===== config.mk =====
export PLATFORM = sky130hd
export DESIGN_NAME = data_memory_arbiter
export DESIGN_NICKNAME = d
export VERILOG_FILES = /design/src/rtl/data_memory_arbiter_pkg.sv /design/src/rtl/data_memory_arbiter.sv
export SDC_FILE = /design/constraint.sdc
export NUM_CORES = 1
export LEC_CHECK = 0
export ABC_CLOCK_PERIOD_IN_PS = 5000
export BUFFER_PORTS_ARGS = -buffer_cell sky130_fd_sc_hd__buf_2
export CAP_MARGIN = 20
export CORE_AREA = 4 4 101 103
export DETAILED_ROUTE_END_ITERATION = 6
export DIE_AREA = 0 0 105 107
export PLACE_DENSITY_LB_ADDON = 0.2
export RECOVER_POWER = 50
export SLEW_MARGIN = 20
export SYNTH_ARGS = -nofsm -noshare
export SYNTH_HDL_FRONTEND = slang
export SYNTH_SLANG_ARGS = --single-unit

===== constraint.sdc =====
create_clock -name Clk -period 5 [get_ports Clk]
set_input_delay 0.75 -clock Clk [delete_from_list [all_inputs] [get_ports Clk]]
set_output_delay 0.75 -clock Clk [all_outputs]
set_load 0.03 [all_outputs]

===== src/rtl/data_memory_arbiter_pkg.sv =====
// rtl/data_memory_arbiter_pkg.sv - shared state encoding and default limits for the data memory arbiter
package data_memory_arbiter_pkg;

  typedef enum logic {
    ARB_IDLE  = 1'b0,
    ARB_BURST = 1'b1
  } arb_state_e;

  localparam int MAX_WAIT_DEF  = 4;
  localparam int BURST_MAX_DEF = 8;

endpackage


===== src/rtl/data_memory_arbiter.sv =====
// rtl/data_memory_arbiter.sv - two-port arbiter for the single-port data memory (MEM stage vs loader)
module data_memory_arbiter
  import data_memory_arbiter_pkg::*;
#(
  parameter int ADDR_W    = 10,
  parameter int DATA_W    = 32,
  parameter int MAX_WAIT  = MAX_WAIT_DEF,
  parameter int BURST_MAX = BURST_MAX_DEF
) (
  input  logic              Clk,
  input  logic              Rst_n,
  input  logic              Req0,
  input  logic              Write0,
  input  logic [31:0]       Addr0,
  input  logic [DATA_W-1:0] WData0,
  output logic              Gnt0,
  output logic              Stall0,
  input  logic              Req1,
  input  logic              Write1,
  input  logic              Lock1,
  input  logic [31:0]       Addr1,
  input  logic [DATA_W-1:0] WData1,
  output logic              Gnt1,
  output logic [DATA_W-1:0] RData,
  output logic [ADDR_W-1:0] MemAddr,
  output logic [DATA_W-1:0] MemWData,
  output logic              MemWrite,
  output logic              MemRead,
  input  logic [DATA_W-1:0] MemReadData,
  output logic [15:0]       ConflictCnt
);

  localparam int WAIT_W  = $clog2(MAX_WAIT + 1);
  localparam int BURST_W = $clog2(BURST_MAX + 1);

  arb_state_e         state_q, state_d;
  logic [WAIT_W-1:0]  wait_q, wait_d;
  logic [BURST_W-1:0] burst_q, burst_d;
  logic [15:0]        conflict_q, conflict_d;
  logic               override1;
  logic               gnt0, gnt1;

  // Only the low ADDR_W address bits reach the memory; the rest wrap.
  logic unused_addr_bits;
  assign unused_addr_bits = ^{Addr0[31:ADDR_W], Addr1[31:ADDR_W]};

  // Grant decision: port 0 wins unless a burst holds the memory or port 1 has starved long enough.
  always_comb begin
    override1 = Req1 && (wait_q == WAIT_W'(MAX_WAIT));
    gnt0      = Rst_n && Req0 && (state_q != ARB_BURST) && !override1;
    gnt1      = Rst_n && Req1 && !gnt0;
  end

  assign Gnt0        = gnt0;
  assign Gnt1        = gnt1;
  assign Stall0      = Req0 && !gnt0;
  assign RData       = MemReadData;
  assign ConflictCnt = conflict_q;

  // Memory-side mux: route the granted port, drive all zeros when idle.
  always_comb begin
    MemAddr  = '0;
    MemWData = '0;
    MemWrite = 1'b0;
    MemRead  = 1'b0;
    if (gnt0) begin
      MemAddr  = Addr0[ADDR_W-1:0];
      MemWData = WData0;
      MemWrite = Write0;
      MemRead  = !Write0;
    end else if (gnt1) begin
      MemAddr  = Addr1[ADDR_W-1:0];
      MemWData = WData1;
      MemWrite = Write1;
      MemRead  = !Write1;
    end
  end

  // Next-state: starvation counter, burst tracking and conflict statistics.
  always_comb begin
    state_d    = state_q;
    wait_d     = wait_q;
    burst_d    = burst_q;
    conflict_d = conflict_q;

    if (gnt1 || !Req1) begin
      wait_d = '0;
    end else if (wait_q != WAIT_W'(MAX_WAIT)) begin
      wait_d = wait_q + 1'b1;
    end

    if (Req0 && Req1 && (conflict_q != 16'hFFFF)) begin
      conflict_d = conflict_q + 16'd1;
    end

    case (state_q)
      ARB_IDLE: begin
        // The entry grant is the first cycle of the burst.
        if (gnt1 && Lock1) begin
          state_d = ARB_BURST;
          burst_d = BURST_W'(1);
        end
      end
      ARB_BURST: begin
        // burst_d is the number of port-1 cycles granted once this cycle completes.
        burst_d = burst_q + 1'b1;
        if (!Req1 || !Lock1 || (burst_d == BURST_W'(BURST_MAX))) begin
          state_d = ARB_IDLE;
        end
      end
      default: state_d = ARB_IDLE;
    endcase
  end

  // State registers with synchronous active-low reset; reset aborts any burst.
  always_ff @(posedge Clk) begin
    if (!Rst_n) begin
      state_q    <= ARB_IDLE;
      wait_q     <= '0;
      burst_q    <= '0;
      conflict_q <= '0;
    end else begin
      state_q    <= state_d;
      wait_q     <= wait_d;
      burst_q    <= burst_d;
      conflict_q <= conflict_d;
    end
  end

endmodule


==> impl_metrics.env, run 1 <==
export IMPL_status="complete, no violations"
export IMPL_worstSetupStartpointType="input port"
export IMPL_syn_nets=402
export IMPL_synth_most_common_cell="a22o_1"
export IMPL_critical_path_required_ns=4.25
export IMPL_hpwl_um=7670
export IMPL_drc_errors=0
export IMPL_first_iter_violations=113
export IMPL_ys_warn_count=0
export IMPL_routed_wl_um=9020
export IMPL_critical_path_class="in2out"
export IMPL_cts_resized=0
export IMPL_portBuffers=153
export IMPL_synthDistinctLibCells=42
export IMPL_period_share=0.775
export IMPL_ios=262
export IMPL_cts_path_max_buffers=2
export IMPL_gp_congestion=0.773
export IMPL_wl_per_cell_um=19.6
export IMPL_post_cts_setup_buffers=0
export IMPL_cp_top_family="buffers and inverters"
export IMPL_grt_usage=0.153
export IMPL_cp_cell_sequence="clkbuf_1, nor2b_1, and3_2, inv_1, o22ai_1, buf_2"
export IMPL_cts_tree="yes"
export IMPL_cp_max_fo=46
export IMPL_dr_pass1_iters=4
export IMPL_hold_buffers=0
export IMPL_rsz0062_at_grt="false"
export IMPL_cts_max_level=1
export IMPL_stdcell_area_mm2=0.00260
export IMPL_crit_arrival_ns=3.12
export IMPL_antenna_left=0
export IMPL_synth_largest_area_cell="dfxtp_1"
export IMPL_cpPeakStageDelay_ns=0.76
export IMPL_grt_max_degree=47
export IMPL_min_path_type="reg2reg"
export IMPL_endpoint_kind="output pin"
export IMPL_yosys_top_cells_area="dfxtp_1, a22o_1, buf_4"
export IMPL_die_area_mm2=0.0112
export IMPL_floorplan_initialDensity=0.208
export IMPL_dr_total_vias=2233
export IMPL_hold_viol=0
export IMPL_syn_to_final_growth_pct=35.6
export IMPL_swShare=0.326
export IMPL_p_leak_nw=1.24
export IMPL_fin_setup_tns_ns=0
export IMPL_synth_area_mux_share=0.0209
export IMPL_p_int_w=0.000363
export IMPL_overflow=0
export IMPL_synth_compound_gate_area_share=0.318
export IMPL_seq_area_frac_synth=0.251
export IMPL_yosys_top_cells_count="a22o_1, buf_4, dfxtp_1"
export IMPL_worst_ir_drop_vdd_v=0.000200
export IMPL_cap_violations=0
export IMPL_slew_viol_final=0
export IMPL_synth_fa_ha_area_frac=0.0261
export IMPL_skew_ns=0.000947
export IMPL_fp_coreArea_mm2=0.00920
export IMPL_rows=35
export IMPL_synthArstFlopShare=0
export IMPL_antenna_found_initial=12
export IMPL_synth_area_mm2=0.00191
export IMPL_synth_edf_count=0
export IMPL_cts_buffers=3
export IMPL_grt_first_pass_wirelength_um=12900
export IMPL_p_per_area_mw_per_mm2=208
export IMPL_slew_limit_headroom=0.412
export IMPL_synth_main_ff_cell="dfxtp_1"
export IMPL_p_clk_frac=0.324
export IMPL_netlist_area_leader_share=0.251
export IMPL_path_buf_inv=3
export IMPL_worst_slew_pin_slew_ns=0.874
export IMPL_cts_root_buffer="clkbuf_8"
export IMPL_switchingPower_w=0.000176
export IMPL_seqPwrFrac=0.365
export IMPL_syn_mean_instance_area_um2=8.29
export IMPL_yosys_register_bits=24
export IMPL_synth_xor_area_frac=0.00458
export IMPL_period_minus_slack_ns=3.87
export IMPL_chipWidth_um=105
export IMPL_finalSetupViolCount=0
export IMPL_synth_top_family_by_area="compound AO/OA/AOI/OAI gates"
export IMPL_clk_latency_ns=0.27
export IMPL_drive_above_1_share=0.432
export IMPL_vias_per_cell=4.85
export IMPL_nets=517
export IMPL_die_h_um=107
export IMPL_postPlaceCellArea_mm2=0.00254
export IMPL_netlist_instances=231
export IMPL_cpMaxStageDelayCell="and3_2"
export IMPL_total_power_w=0.000539
export IMPL_synth_simple_area_share=0.198
export IMPL_numClockSinks=24
export IMPL_combPwrFrac=0.311
export IMPL_clk_pin_slew_ns=0.09
export IMPL_grt_pass1_vias=2084
export IMPL_max_freq_ghz=0.258
state kept, by name, summed over array words and instances, names as in the netlist:
register,cells
ConflictCnt,16
burst_q,4
wait_q,3
state_q,1
power groups by stage:
stage	Sequential [W]	Combinational [W]	Clock, W
6_report	0.000197	0.000168	0.000175
5_1_grt	0.000197	0.000180	0.000191
4_1_cts	0.000197	0.000170	0.000181
3_5_place_dp	0.000201	0.000170	0
3_3_place_gp	0.000201	0.000169	0
2_1_floorplan	0.000202	0.000142	0
cell type report:
type	instances	area (um^2)
multi-input combinational	150	1100
sequential	24	480
clock inverter	1	30.0
timing repair buffer	154	751
tap	111	139
inverter	13	48.8
clock buffer	3	41.3
fill	986	6600
antenna	4	10.0
kinds of logic (layout without fill, tap and decap cells):
group	Yosys count	count (layout)
flip-flops	24	24
AND/OR/NAND/NOR	64	64
other	0	4
buffers and inverters	57	171
XOR/XNOR	1	1
AO/OA/AOI/OAI	77	77
adder cells (fa/ha/maj)	4	4
multiplexers	4	4
placed cells by master, fill, tap and decap left out, drive strengths merged, types with 2 or more instances in the layout:
cell type	n
a21oi	9
o21ai	6
inv	12
a22o	43
or4	4
o211a	3
or3	2
nor2	5
diode	4
nor4	4
buf	136
nand4	7
nand3	9
clkbuf	21
nor2b	2
mux2i	4
and4	3
o31ai	4
nand2	17
nor3	6
nand2b	3
ha	4
a31oi	2
dfxtp	24
per-stage QoR:
| step | std cells | util | hold WS [ns] | worst slack (ns) |
|---|---|---|---|---|
| 2_1_floorplan | 231 | - | 0.427 | 2.01 |
| 3_3_place_gp | 452 | 0.277 | 0.450 | 1.53 |
| 3_5_place_dp | 452 | 0.277 | 0.459 | 1.49 |
| 4_1_cts | 456 | 0.284 | 0.465 | 1.48 |
| 5_1_grt | 458 | 0.282 | 0.477 | 0.914 |
| 6_report | 460 | 0.282 | 0.463 | 1.13 |
metal layers:
layer | routed length, um | global-route usage
met3 | 1500 | 0.120
met5 | 123 | 0
met4 | 128 | 0.0225
met2 | 3190 | 0.197
met1 | 4080 | 0.199
path summary, 6_finish.rpt:
path | slack (ns) | cells after the start | start | to
worst max-delay path | 1.13 | 6 | Rst_n | MemRead
worst min-delay path | 0.46 | 1 | wait_q[0] | wait_q[0]
worst max register to register | 2.90 | 5 | ConflictCnt[0] | ConflictCnt[1]
worst min register to register | 0.46 | 1 | wait_q[0] | wait_q[0]
Note: power is estimated with default switching activity, not from simulation.
==> run 2, diff against run 1 <==
--- a/config.mk
+++ b/config.mk
@@ -5,12 +5,12 @@
 export SDC_FILE = /design/constraint.sdc
 export NUM_CORES = 1
 export LEC_CHECK = 0
-export ABC_CLOCK_PERIOD_IN_PS = 5000
+export ABC_CLOCK_PERIOD_IN_PS = 3540
 export BUFFER_PORTS_ARGS = -buffer_cell sky130_fd_sc_hd__buf_2
 export CAP_MARGIN = 20
-export CORE_AREA = 4 4 101 103
+export CORE_AREA = 4 4 99 101
 export DETAILED_ROUTE_END_ITERATION = 6
-export DIE_AREA = 0 0 105 107
+export DIE_AREA = 0 0 103 105
 export PLACE_DENSITY_LB_ADDON = 0.2
 export RECOVER_POWER = 50
 export SLEW_MARGIN = 20
==> constraint.sdc (replaced) <==
create_clock -name Clk -period 3.54 [get_ports Clk]
set_input_delay 0.531 -clock Clk [delete_from_list [all_inputs] [get_ports Clk]]
set_output_delay 0.531 -clock Clk [all_outputs]
set_load 0.03 [all_outputs]
==> run 2 against run 1 <==
  * Global-route usage is 0.15 points lower
  * Sequential power is 41% higher
  * Highest routed layer unchanged
  * Count of clock-buffer cells in the layout is 1 higher
==> impl_metrics.env, run 2 (synthesis gave the netlist of run 1 again) <==
export IMPL_routed_wl_um=8910
export IMPL_overflow=0
export IMPL_grt_pass1_vias=2083
export IMPL_slew_viol_final=0
export IMPL_grt_usage=0.151
export IMPL_die_area_mm2=0.0108
export IMPL_clk_pin_slew_ns=0.08
export IMPL_layout_common_cells="buf_2, a22o_1, dfxtp_1"
export IMPL_multiInputGateArea_mm2=0.00108
export IMPL_min_path_type="reg2reg"
export IMPL_r2r_slack_ns=1.33
export IMPL_gp_congestion=0.770
export IMPL_worst_slew_pin_slew_ns=1.13
export IMPL_ios=262
export IMPL_antenna_found_initial=12
export IMPL_dr_total_vias=2261
export IMPL_final_common_cell="buf_2"
export IMPL_cpMostUsedCell="inv_1"
export IMPL_largest_reg_flops=16
export IMPL_hpwl_um=7630
export IMPL_cts_max_level=1
export IMPL_critical_path_class="reg2out"
export IMPL_cts_tree="yes"
export IMPL_hold_viol=0
export IMPL_worst_ir_drop_vdd_v=0.000162
export IMPL_p_leak_nw=1.25
export IMPL_rows=35
export IMPL_crit_arrival_ns=2.48
export IMPL_portBuffers=153
export IMPL_die_h_um=105
export IMPL_antenna_left=0
export IMPL_post_cts_setup_buffers=0
export IMPL_wl_per_cell_um=19.3
export IMPL_status="complete, no violations"
export IMPL_max_freq_ghz=0.332
export IMPL_vias_per_cell=4.89
export IMPL_cpMaxStageDelayCell="a31oi_1"
export IMPL_cp_cell_sequence="inv_1, ha_1, nand2_1, a31oi_1, buf_12, inv_1, o22ai_1, buf_2"
export IMPL_numClockSinks=24
export IMPL_rsz0062_at_grt="false"
export IMPL_period_minus_slack_ns=3.01
export IMPL_finalSetupViolCount=0
export IMPL_drive_above_1_share=0.438
export IMPL_nets=519
export IMPL_cts_root_buffer="clkbuf_8"
export IMPL_clk_latency_ns=0.26
export IMPL_grt_max_degree=40
export IMPL_fin_setup_tns_ns=0
export IMPL_cts_resized=0
export IMPL_cap_violations=0
export IMPL_fp_coreArea_mm2=0.00902
export IMPL_hold_buffers=0
export IMPL_cts_path_max_buffers=2
export IMPL_floorplan_initialDensity=0.212
export IMPL_period_share=0.850
export IMPL_first_iter_violations=96
export IMPL_fin_util=0.288
export IMPL_p_per_area_mw_per_mm2=272
export IMPL_endpoint_kind="output pin"
export IMPL_cp_max_fo=39
export IMPL_syn_to_final_growth_pct=35.6
export IMPL_slew_limit_headroom=0.240
export IMPL_worstSetupStartpointType="register"
export IMPL_chipWidth_um=103
export IMPL_cpPeakStageDelay_ns=0.85
export IMPL_fillers=1009
export IMPL_cts_buffers=3
export IMPL_skew_ns=0.00292
export IMPL_regArea_um2=480
export IMPL_critical_path_required_ns=3.01
export IMPL_grt_first_pass_wirelength_um=12000
export IMPL_dr_pass1_iters=5
export IMPL_drc_errors=0
[run 2: changes by cell type in the layout (fill, tap and decap cells not counted), sizes merged]
cell / change
clkbuf: -1
buf: +4
bufinv: -1
[run 2: worst max-delay path: cells and delay by family (launching register included)]
kind	cells	cell delay (ns)
buffers and inverters	4	0.64
adder cells (fa/ha/maj)	1	0.18
AND/OR/NAND/NOR	1	0.08
flip-flops	1	0.33
AO/OA/AOI/OAI	2	0.96
[run 2: area by class of cell]
cell class	instances	area share
clock buffer	4	0.0212
sequential	24	0.185
antenna	4	0.00386
tap	111	0.0535
inverter	13	0.0188
timing repair buffer	156	0.301
multi-input combinational	150	0.417
[run 2: per-stage QoR]
step                hold WS (ns)  cells  setup WS (ns)  power [W]  instance area [um^2]
floorplan                  0.427    231          0.989   0.000486                  1910
global placement           0.445    454          0.915   0.000528                  2570
detailed placement         0.460    454          0.894   0.000530                  2570
CTS                        0.473    458          0.714   0.000723                  2630
global route               0.497    461          0.361   0.000746                  2590
finish                     0.468    462          0.530   0.000706                  2590
[run 2: layer usage]
metal,GRT usage,vias up,share of wire
li1,-,1083,-
met5,0,-,0.013
met2,0.196,140,0.36
met3,0.0955,28,0.16
met4,0.0213,16,0.010
met1,0.214,994,0.46
[run 2: path summary, 6_finish.rpt]
kind                   from    endpoint  cells past startpoint
setup / recovery  wait_q[0]     MemRead                      8
setup reg to reg  wait_q[0]  burst_q[2]                      7
hold / removal    wait_q[0]   wait_q[0]                      1
hold reg to reg   wait_q[0]   wait_q[0]                      1
[run 2: report_power, final]
group	internal (W)	total (W)	switching, W
clock	0.0000993	0.000187	0.0000882
sequential	0.000273	0.000278	0.00000511
combinational	0.0000917	0.000240	0.000149
total	0.000464	0.000706	0.000242
